<file path="src/rtl/video_fb.sv">
// video_fb: framebuffer scan-out. Programmable raster timing plus a burst fetch engine feeding a line FIFO.
// Latency: sync/de/rgb are registered, 1 clk after the ce cycle that produced them; fetch runs every clk.
// Backpressure: a burst is requested only when the FIFO has room for it; an empty FIFO at a pixel pop sets underflow.

// video_fb_fifo: generic synchronous FIFO with combinational head-of-queue read and synchronous flush.
// Latency: a pushed word is visible at out_dat on the next clk; pop takes effect on the clk edge.
// Backpressure: pushes while full are dropped (callers reserve space); pops while empty are ignored.
module video_fb_fifo #(
  parameter int W     = 32,
  parameter int DEPTH = 64,
  localparam int AW   = $clog2(DEPTH),
  localparam int CW   = $clog2(DEPTH + 1)
) (
  input  logic          clk,
  input  logic          reset,
  input  logic          flush,
  input  logic          in_vld,
  input  logic [W-1:0]  in_dat,
  input  logic          out_rdy,
  output logic          out_vld,
  output logic [W-1:0]  out_dat,
  output logic [CW-1:0] count
);

  localparam logic [CW-1:0] FULL_CNT = CW'(DEPTH);

  logic [W-1:0]  mem [DEPTH];
  logic [AW-1:0] wr_ptr;
  logic [AW-1:0] rd_ptr;
  logic          push;
  logic          pop;

  assign out_vld = (count != '0);
  assign out_dat = mem[rd_ptr];
  assign push    = in_vld && (count != FULL_CNT);
  assign pop     = out_rdy && out_vld;

  // Storage array; no reset needed, validity is tracked by count.
  always_ff @(posedge clk) begin
    if (push && !flush) mem[wr_ptr] <= in_dat;
  end

  // Pointer and occupancy tracking; flush wins over any push/pop in the same clk.
  always_ff @(posedge clk or posedge reset) begin
    if (reset) begin
      wr_ptr <= '0;
      rd_ptr <= '0;
      count  <= '0;
    end else if (flush) begin
      wr_ptr <= '0;
      rd_ptr <= '0;
      count  <= '0;
    end else begin
      if (push) wr_ptr <= wr_ptr + 1'b1;
      if (pop)  rd_ptr <= rd_ptr + 1'b1;
      case ({push, pop})
        2'b10:   count <= count + 1'b1;
        2'b01:   count <= count - 1'b1;
        default: count <= count;
      endcase
    end
  end

endmodule

// video_fb: raster timing generator, burst fetch FSM and pixel unpacker around a line FIFO.
// Latency: hsync/vsync/de/rgb reflect the counters of the previous ce cycle (1 clk); frame_start is 1 clk after the restart ce cycle.
// Backpressure: rd_req is held with a stable rd_addr until rd_ack; bursts start only when BURST words of FIFO space are free.
module video_fb #(
  parameter int CORDW      = 11,
  parameter int H_RES      = 640,
  parameter int H_FP       = 16,
  parameter int H_SYNC     = 96,
  parameter int H_BP       = 48,
  parameter int V_RES      = 480,
  parameter int V_FP       = 10,
  parameter int V_SYNC     = 2,
  parameter int V_BP       = 33,
  parameter bit HS_POL     = 1'b0,
  parameter bit VS_POL     = 1'b0,
  parameter int ADDR_W     = 24,
  parameter int FIFO_DEPTH = 64,
  parameter int BURST      = 8
) (
  input  logic              clk,
  input  logic              reset,
  input  logic              ce,
  input  logic [ADDR_W-1:0] base_addr,
  input  logic              mode,
  output logic              rd_req,
  output logic [ADDR_W-1:0] rd_addr,
  input  logic              rd_ack,
  input  logic              rd_valid,
  input  logic [31:0]       rd_data,
  output logic              hsync,
  output logic              vsync,
  output logic              de,
  output logic [15:0]       rgb,
  output logic              frame_start,
  output logic              underflow
);

  localparam int H_TOTAL = H_RES + H_FP + H_SYNC + H_BP;
  localparam int V_TOTAL = V_RES + V_FP + V_SYNC + V_BP;
  localparam int CNT_W   = $clog2(FIFO_DEPTH + 1);
  localparam int BEAT_W  = $clog2(BURST + 1);

  localparam logic [CORDW-1:0]  H_LAST    = CORDW'(H_TOTAL - 1);
  localparam logic [CORDW-1:0]  V_LAST    = CORDW'(V_TOTAL - 1);
  localparam logic [CORDW-1:0]  H_ACT     = CORDW'(H_RES);
  localparam logic [CORDW-1:0]  V_ACT     = CORDW'(V_RES);
  localparam logic [CORDW-1:0]  HS_BEG    = CORDW'(H_RES + H_FP);
  localparam logic [CORDW-1:0]  HS_END    = CORDW'(H_RES + H_FP + H_SYNC);
  localparam logic [CORDW-1:0]  VS_BEG    = CORDW'(V_RES + V_FP);
  localparam logic [CORDW-1:0]  VS_END    = CORDW'(V_RES + V_FP + V_SYNC);
  localparam logic [ADDR_W-1:0] WORDS_565 = ADDR_W'(H_RES * V_RES / 2);
  localparam logic [ADDR_W-1:0] WORDS_332 = ADDR_W'(H_RES * V_RES / 4);
  localparam logic [ADDR_W-1:0] BURST_A   = ADDR_W'(BURST);
  localparam logic [CNT_W-1:0]  FILL_MAX  = CNT_W'(FIFO_DEPTH - BURST);
  localparam logic [BEAT_W-1:0] LAST_BEAT = BEAT_W'(BURST - 1);

  typedef enum logic [1:0] {IDLE, REQ, DATA} state_t;

  // Raster position
  logic [CORDW-1:0] hcnt;
  logic [CORDW-1:0] vcnt;
  logic             hs_on;
  logic             vs_on;
  logic             de_c;
  logic             restart_evt;

  // Fetch engine
  state_t            state;
  logic              restart_pend;
  logic [ADDR_W-1:0] base_q;
  logic              mode_q;
  logic [ADDR_W-1:0] offset;
  logic [ADDR_W-1:0] frame_words;
  logic [BEAT_W-1:0] beat_cnt;
  logic              flush;

  // Line FIFO
  logic              push_vld;
  logic              fifo_out_vld;
  logic [31:0]       fifo_out_dat;
  logic              pop_rdy;
  logic [CNT_W-1:0]  fifo_count;

  // Pixel unpacker
  logic [31:0]       sh_dat;
  logic [1:0]        sh_cnt;
  logic              need_word;
  logic [31:0]       src_dat;
  logic [31:0]       sh_nxt;
  logic [1:0]        cnt_nxt;
  logic [15:0]       pix_dat;

  function automatic logic [15:0] rgb332_to_565(input logic [7:0] p);
    return {p[7:5], p[7:6], p[4:2], p[4:2], p[1:0], p[1:0], p[1]};
  endfunction

  assign hs_on       = (hcnt >= HS_BEG) && (hcnt < HS_END);
  assign vs_on       = (vcnt >= VS_BEG) && (vcnt < VS_END);
  assign de_c        = (hcnt < H_ACT) && (vcnt < V_ACT);
  assign restart_evt = ce && (hcnt == '0) && (vcnt == V_ACT);

  assign frame_words = mode_q ? WORDS_332 : WORDS_565;
  assign flush       = (state == IDLE) && restart_pend;
  // Beats belonging to a burst interrupted by a restart are consumed but not stored.
  assign push_vld    = (state == DATA) && rd_valid && !restart_pend;

  // A new word is needed at the first pixel of each packed word.
  assign need_word = ce && de_c && (sh_cnt == 2'd0);
  assign pop_rdy   = need_word;
  assign src_dat   = (sh_cnt != 2'd0) ? sh_dat : (fifo_out_vld ? fifo_out_dat : 32'h0);
  assign pix_dat   = mode_q ? rgb332_to_565(src_dat[7:0]) : src_dat[15:0];
  assign sh_nxt    = mode_q ? {8'h00, src_dat[31:8]} : {16'h0000, src_dat[31:16]};
  assign cnt_nxt   = (sh_cnt != 2'd0) ? (sh_cnt - 2'd1) : (mode_q ? 2'd3 : 2'd1);

  video_fb_fifo #(
    .W     (32),
    .DEPTH (FIFO_DEPTH)
  ) u_line_fifo (
    .clk     (clk),
    .reset   (reset),
    .flush   (flush),
    .in_vld  (push_vld),
    .in_dat  (rd_data),
    .out_rdy (pop_rdy),
    .out_vld (fifo_out_vld),
    .out_dat (fifo_out_dat),
    .count   (fifo_count)
  );

  // Horizontal/vertical counters; advance only on pixel-enable cycles.
  always_ff @(posedge clk or posedge reset) begin
    if (reset) begin
      hcnt <= '0;
      vcnt <= V_ACT;
    end else if (ce) begin
      if (hcnt == H_LAST) begin
        hcnt <= '0;
        vcnt <= (vcnt == V_LAST) ? '0 : vcnt + 1'b1;
      end else begin
        hcnt <= hcnt + 1'b1;
      end
    end
  end

  // Registered sync/enable outputs and the frame restart pulse.
  always_ff @(posedge clk or posedge reset) begin
    if (reset) begin
      hsync       <= ~HS_POL;
      vsync       <= ~VS_POL;
      de          <= 1'b0;
      frame_start <= 1'b0;
    end else begin
      frame_start <= restart_evt;
      if (ce) begin
        hsync <= hs_on ? HS_POL : ~HS_POL;
        vsync <= vs_on ? VS_POL : ~VS_POL;
        de    <= de_c;
      end
    end
  end

  // Fetch FSM: applies pending restarts in IDLE, issues bursts, counts beats; never abandons an accepted burst.
  always_ff @(posedge clk or posedge reset) begin
    if (reset) begin
      state        <= IDLE;
      rd_req       <= 1'b0;
      rd_addr      <= '0;
      offset       <= '0;
      beat_cnt     <= '0;
      base_q       <= '0;
      mode_q       <= 1'b0;
      restart_pend <= 1'b1;
    end else begin
      case (state)
        IDLE: begin
          if (restart_pend) begin
            restart_pend <= 1'b0;
            base_q       <= base_addr;
            mode_q       <= mode;
            offset       <= '0;
          end else if ((offset < frame_words) && (fifo_count <= FILL_MAX)) begin
            state   <= REQ;
            rd_req  <= 1'b1;
            rd_addr <= base_q + offset;
          end
        end
        REQ: begin
          if (rd_ack) begin
            state    <= DATA;
            rd_req   <= 1'b0;
            beat_cnt <= '0;
          end
        end
        DATA: begin
          if (rd_valid) begin
            if (beat_cnt == LAST_BEAT) begin
              state  <= IDLE;
              offset <= offset + BURST_A;
            end else begin
              beat_cnt <= beat_cnt + 1'b1;
            end
          end
        end
        default: state <= IDLE;
      endcase
      // A restart arriving in the same clk as a restart being applied stays pending.
      if (restart_evt) restart_pend <= 1'b1;
    end
  end

  // Pixel unpacker: LSB-first pixels from the FIFO head; empty FIFO yields black and flags underflow.
  always_ff @(posedge clk or posedge reset) begin
    if (reset) begin
      sh_dat    <= '0;
      sh_cnt    <= 2'd0;
      rgb       <= 16'h0000;
      underflow <= 1'b0;
    end else begin
      if (flush) begin
        sh_cnt <= 2'd0;
      end else if (ce && de_c) begin
        sh_dat <= sh_nxt;
        sh_cnt <= cnt_nxt;
      end
      if (need_word && !fifo_out_vld) underflow <= 1'b1;
      if (ce) rgb <= de_c ? pix_dat : 16'h0000;
    end
  end

endmodule

</file>
<file path="config.mk">
export PLATFORM = sky130hd
export DESIGN_NAME = video_fb
export DESIGN_NICKNAME = d
export VERILOG_FILES = /design/src/rtl/video_fb.sv
export SDC_FILE = /design/constraint.sdc
export NUM_CORES = 2
export LEC_CHECK = 0
export CORE_MARGIN = 4
export CORE_UTILIZATION = 60
export CTS_BUF_LIST = sky130_fd_sc_hd__clkbuf_16
export DETAILED_ROUTE_END_ITERATION = 8
export MAX_ROUTING_LAYER = met4
export PLACE_DENSITY = 0.73
export SYNTH_ARGS = -nofsm -noshare
export SYNTH_HDL_FRONTEND = slang
export SYNTH_SLANG_ARGS = --single-unit
</file>
<file path="constraint.sdc">
create_clock -name clk -period 7 [get_ports clk]
set_input_delay 2.1 -clock clk [delete_from_list [all_inputs] [get_ports clk]]
set_output_delay 2.1 -clock clk [all_outputs]
set_load 0.005 [all_outputs]
</file>
# Word-level counts from Yosys, hierarchy flattened
# Memories as Yosys holds them, arrays and structs flattened.
# Cells that the tools add are included.
[totals]
reg_bits = 177
ram_bits = 2048
input_bits = 62
output_inout_bits = 46
elab_cells = 139
mem_count = 1
[classes]
n_addsub = 10
n_lt_le_gt_ge = 8
n_eq_ne = 16
muxes = 42
bitwise = 2
n_reduce_logical = 39
[mem_list]
columns = ["memory", "words", "word_bits", "read_ports", "rd_ports_with_merged_regs", "wr", "line_no", "text"]
rows = [
  ["u_line_fifo.mem", 64, 32, 1, 0, 1, "27", "logic [W-1:0] mem [DEPTH];"],
]
[op_table]
columns = ["op", "n"]
rows = [
  ["$mux W24", 4],
  ["$mux W32", 2],
  ["$pmux W24 S2", 1],
  ["$mux W16", 2],
  ["$add A24 B24 Y24", 1],
  ["$add A24 B4 Y24 const B", 1],
  ["$lt A24 B18 Y1", 1],
  ["$mux W6", 4],
  ["$add A11 B1 Y11 const B", 2],
  ["$eq A11 B10 Y1 const B", 2],
  ["$lt A11 B10 Y1 const B", 2],
  ["$lt A11 B9 Y1 const B", 2],
  ["$mux W11", 2],
  ["$mux W18", 1],
  ["$mux W2", 9],
  ["$reduce_bool A2 Y1", 8],
  ["$logic_and A1 B1 Y1", 15],
  ["$pmux W7 S2", 1],
  ["$add A6 B1 Y6 const B", 2],
  ["$mux W4", 3],
  ["$reduce_and A4 Y1", 3],
  ["$eq A11 B9 Y1 const B", 1],
  ["$ge A11 B10 Y1 const B", 1],
  ["$ge A11 B9 Y1 const B", 1],
  ["25 further kinds", 46],
]

# Depth between registers and ports, before layout
[depth]
ltp_word = 8
ltp_mapped = 14
depth_no_buf = 12

# By module
# Synthesis repeated with hierarchy kept, for this count alone.
[hier_totals]
hier_cells = 4296
hier_area_um2 = 87232.4
[by_module_without_submodules]
columns = ["module", "n_inst", "cells_per_inst", "area_per_inst_um2", "seq_area_each_um2"]
rows = [
  ["video_fb_fifo", 1, 3412, 79193.5, 61974.4],
  ["video_fb", 1, 884, 8039.0, 3687.3],
]

# Worst setup path after synthesis
# No wires, ideal clock.
[synth_path]
path_type = "input -> register"
start = "input port rd_valid"
end = "memory u_line_fifo.mem[59][0] (enable)"
setup_time_ps = 421
arrival_time_ps = 4765
required_ps = 6579
setup_slack_ps = 1814
cell_stages = 6
n_path_buf = 1
path_cell_list = "nand3b_1 a311oi_1 clkbuf_1 nor2b_1 nand3_1 nor2_1"
[synth_between]
elab_chain_cells = 6
[synth_rtl]
columns = ["element", "line_no", "text"]
rows = [
  ["start: declaration", "93", "input logic rd_valid,"],
  ["$logic_and A1 B1 Y1 (2 in a row)", "170", "assign push_vld = (state == DATA) && rd_valid && !restart_pend;"],
  ["$logic_and A1 B1 Y1", "35", "assign push = in_vld && (count != FULL_CNT);"],
  ["$logic_and A1 B1 Y1", "40", "if (push && !flush) mem[wr_ptr] <= in_dat;"],
  ["$mux W1", "40", ""],
  ["$mux W1 (not written as such)", "40", ""],
  ["end: declaration", "27", ""],
]
# Every way passes these cells.

# Worst setup path after layout
[layout_path]
start = "input port rd_valid"
end = "memory u_line_fifo.mem[1][29] (enable)"
# Same word-level chain as after synthesis.

==> metrics.yaml <==
cts_resized: 0
design_area_um2: 97700
synth_edf_count: 2048
power_density_nw_per_um2: 386
pin_count: 108
reg2reg_slack_ns: 2.54
clock-sinks: 2214
crit_chain: "clkdlybuf4s50_1, nand3b_1, a311oi_2, buf_4, nor2b_1, nand2_1, nor2_4, buf_4"
mostFrequentLayoutCell: "edfxtp_1"
dp_slack_ns: 1.28
ys_ff_latch: 2214
start_util: 0.604
hp-start: "sh_dat[2]$_DFFE_PP0P_"
leakage_uw: 0.0317
p_seq_frac: 0.416
gp_congestion: 0.921
hpwl_um: 127000
clock_latency_ns: 0.83
cts_made_buffers: 210
final_nets: 4430
switching_power_uw: 11400
fin_cells: 6422
clk_pin_slew_ns: 0.07
syn-cell-area_um2: 86800
setup_viol: 0
internal_power_uw: 26300
relSlewSlack: 0.159
crit_arrival_ns: 5.39
cts_tree: "built"
end_kind: "register"
hold-worst-slack_ns: 0.470
synth_area_per_cell_um2: 21.2
path_class: "in2reg"
combinationalPowerShare: 0.279
fp.dieW_um: 388
slowest_delay_ns: 0.75
grt_pass1_vias: 42500
finalWorstSetupSlack_ns: 2.08
status: "completed"
irDropWorstVdd_mv: 0.246
crit_top_cell: "buf_4"
clockBufferDepth: 3
rsz0062_at_grt: "false"
antenna_found_initial: 10
syn_inst: 4091
min_path_type: "reg2reg"
fin_tns_setup_ns: 0
swShare: 0.302
htreeDepth: 4
report.final.slew_viol_count: 0
crit_path_start: "rd_valid"
period_needed_ns: 4.92
post_cts_buffers: 0
grt_max_degree: 94
grt_pass1_wl_um: 313000
postRouteAntennaNets: 0
async_reset_ff_frac: 0.0750
dp.cells: 6023
most-common-layout-cells: "2048 x edfxtp_1, 587 x mux4_2, 215 x nand2_1"
firstDrtPassIters: 7
drv_cap: 0
yosys_warnings: 0
wl_um: 216000
drive_above_1_share: 0.259
postPlaceCellArea_um2: 90700
hold_viol: 0
cp_top_family: "simple AND/OR/NAND/NOR gates"
required_ns: 7.47
vias_per_cell: 6.74
startpoint_type: "input pin"
max_freq_mhz: 203
synth_cell_types: 86
fin_crit_sh: 0.703
ctsRootBufferMaster: "clkbuf_16"
die-area_um2: 151000
wl_per_cell_um: 33.7
r2r-start: "u_line_fifo.rd_ptr[0]$_DFFE_PP0P_"
grt.total_usage: 0.300
synthFlopType: "edfxtp_1"
vias: 43300
grt-ovfl-total: 0
drc_errors: 0
clkPwrFrac: 0.305
yosysSeqAreaShare: 0.757
crit_fanout: 26
max_slew.worst_pin.slew_ns: 1.26
syn_nets: 4189
die_h_um: 388
crit_slowest_cell: "nand2_1"
worstPathBufferInverterCount: 3
place.port_buffers: 107
ctsHoldBuffers: 0
core_area_um2: 144000
area_growth_pct: 12.6
clock_skew_ns: 0.0504
drt_iter0_drc: 6112
num_rows: 139
per-layer routing:
layer,vias to the layer above,track usage,share of wire
met5,-,-,0
met4,0,0.0917,0.033
met3,329,0.0544,0.10
met2,2581,0.448,0.48
met1,22900,0.434,0.38
li1,17500,-,-
sequential cells by signal, indices dropped and copies added (netlist names):
| signal | cells |
|---|---|
| u_line_fifo.mem | 2048 |
| base_q | 24 |
| rd_addr | 24 |
| sh_dat | 24 |
| offset | 21 |
| rgb | 16 |
| hcnt | 11 |
| vcnt | 11 |
| u_line_fifo.count | 7 |
| u_line_fifo.rd_ptr | 6 |
| u_line_fifo.wr_ptr | 6 |
| beat_cnt | 4 |
| sh_cnt | 2 |
| state | 2 |
| de | 1 |
| frame_start | 1 |
| hsync | 1 |
| mode_q | 1 |
| rd_req | 1 |
| restart_pend | 1 |
| underflow | 1 |
| vsync | 1 |
cells by family after synthesis:
logic type	synth area share
DFF	0.757
muxes	0.164
and+or+nand+nor	0.0302
AOI/OAI and AO/OA	0.0238
buffers and inverters	0.0144
xor gates and xnor gates	0.00585
adders and majority gates	0.00519
final timing paths:
check	end	depth (start not counted)
min in group asynchronous	rd_addr[20]$_DFFE_PP0P_	2
max in group asynchronous	u_line_fifo.wr_ptr[2]$_DFFE_PP0P_	3
min	sh_dat[2]$_DFFE_PP0P_	2
max	u_line_fifo.mem[1][29]$_DFFE_PP_	8
min reg2reg	sh_dat[2]$_DFFE_PP0P_	2
max reg2reg	sh_dat[4]$_DFFE_PP0P_	7
final cells by class:
class	instances	area, um^2
Clock buffer	214	5360
Antenna cell	8	20.0
Timing Repair Buffer	240	2140
Sequential cell	2214	65700
Fill cell	8847	45900
Clock inverter	177	1670
Multi-Input combinational cell	1639	20400
Inverter	27	114
Tap cell	1903	2380
worst register-to-register path, cell delays in order, from the launching register on:
cell	delay, ns
dfrtp_4	1.09
buf_4	0.63
mux4_2	0.61
mux4_2	0.55
a221oi_1	0.89
o211a_1	0.28
mux2_2	0.17
o21ai_0	0.07
power by group through the flow:
| stage | clock (uW) | sequential (uW) | combinational [uW] |
|---|---|---|---|
| final | 11500 | 15700 | 10500 |
| after detailed placement | 0 | 15900 | 10400 |
| after floorplan | 0 | 15600 | 6830 |
| after global placement | 0 | 15900 | 10400 |
| after global routing | 12200 | 15700 | 10900 |
| after CTS | 11600 | 15700 | 10500 |
through the flow:
stage | utilization | power [uW]
finish | 0.680 | 37700
CTS | 0.680 | 37800
detailed placement | 0.631 | 26400
global route | 0.680 | 38900
floorplan | - | 22400
global placement | 0.631 | 26300
cell usage after synthesis (8+ instances only):
cell / instances / area (um^2)
buf_4: 23 / 173
a221oi_1: 9 / 78.8
nand4_1: 21 / 131
clkbuf_1: 83 / 312
a22o_1: 19 / 166
a22oi_1: 38 / 285
nor2_1: 164 / 616
buf_6: 26 / 293
and2_1: 14 / 87.6
buf_1: 20 / 75.1
nand3_1: 38 / 190
dfrtp_1: 159 / 3980
o22ai_1: 8 / 50.1
inv_1: 25 / 93.8
xor2_1: 33 / 289
o21ai_0: 46 / 230
nand2_1: 215 / 807
or3_1: 9 / 56.3
a21o_1: 12 / 90.1
mux4_2: 587 / 13200
o21ai_1: 12 / 60.1
o2bb2ai_1: 10 / 87.6
a211oi_1: 19 / 143
ha_1: 36 / 450
a21oi_1: 27 / 135
xnor2_1: 25 / 219
edfxtp_1: 2048 / 61500
mux2_2: 18 / 203
nor2b_1: 24 / 150
a31oi_1: 11 / 68.8
nor3_1: 33 / 165
mux2i_1: 80 / 801
nor4_1: 9 / 56.3
o31ai_1: 11 / 82.6
buf_2: 59 / 295
(Power assumes the default switching activity.)
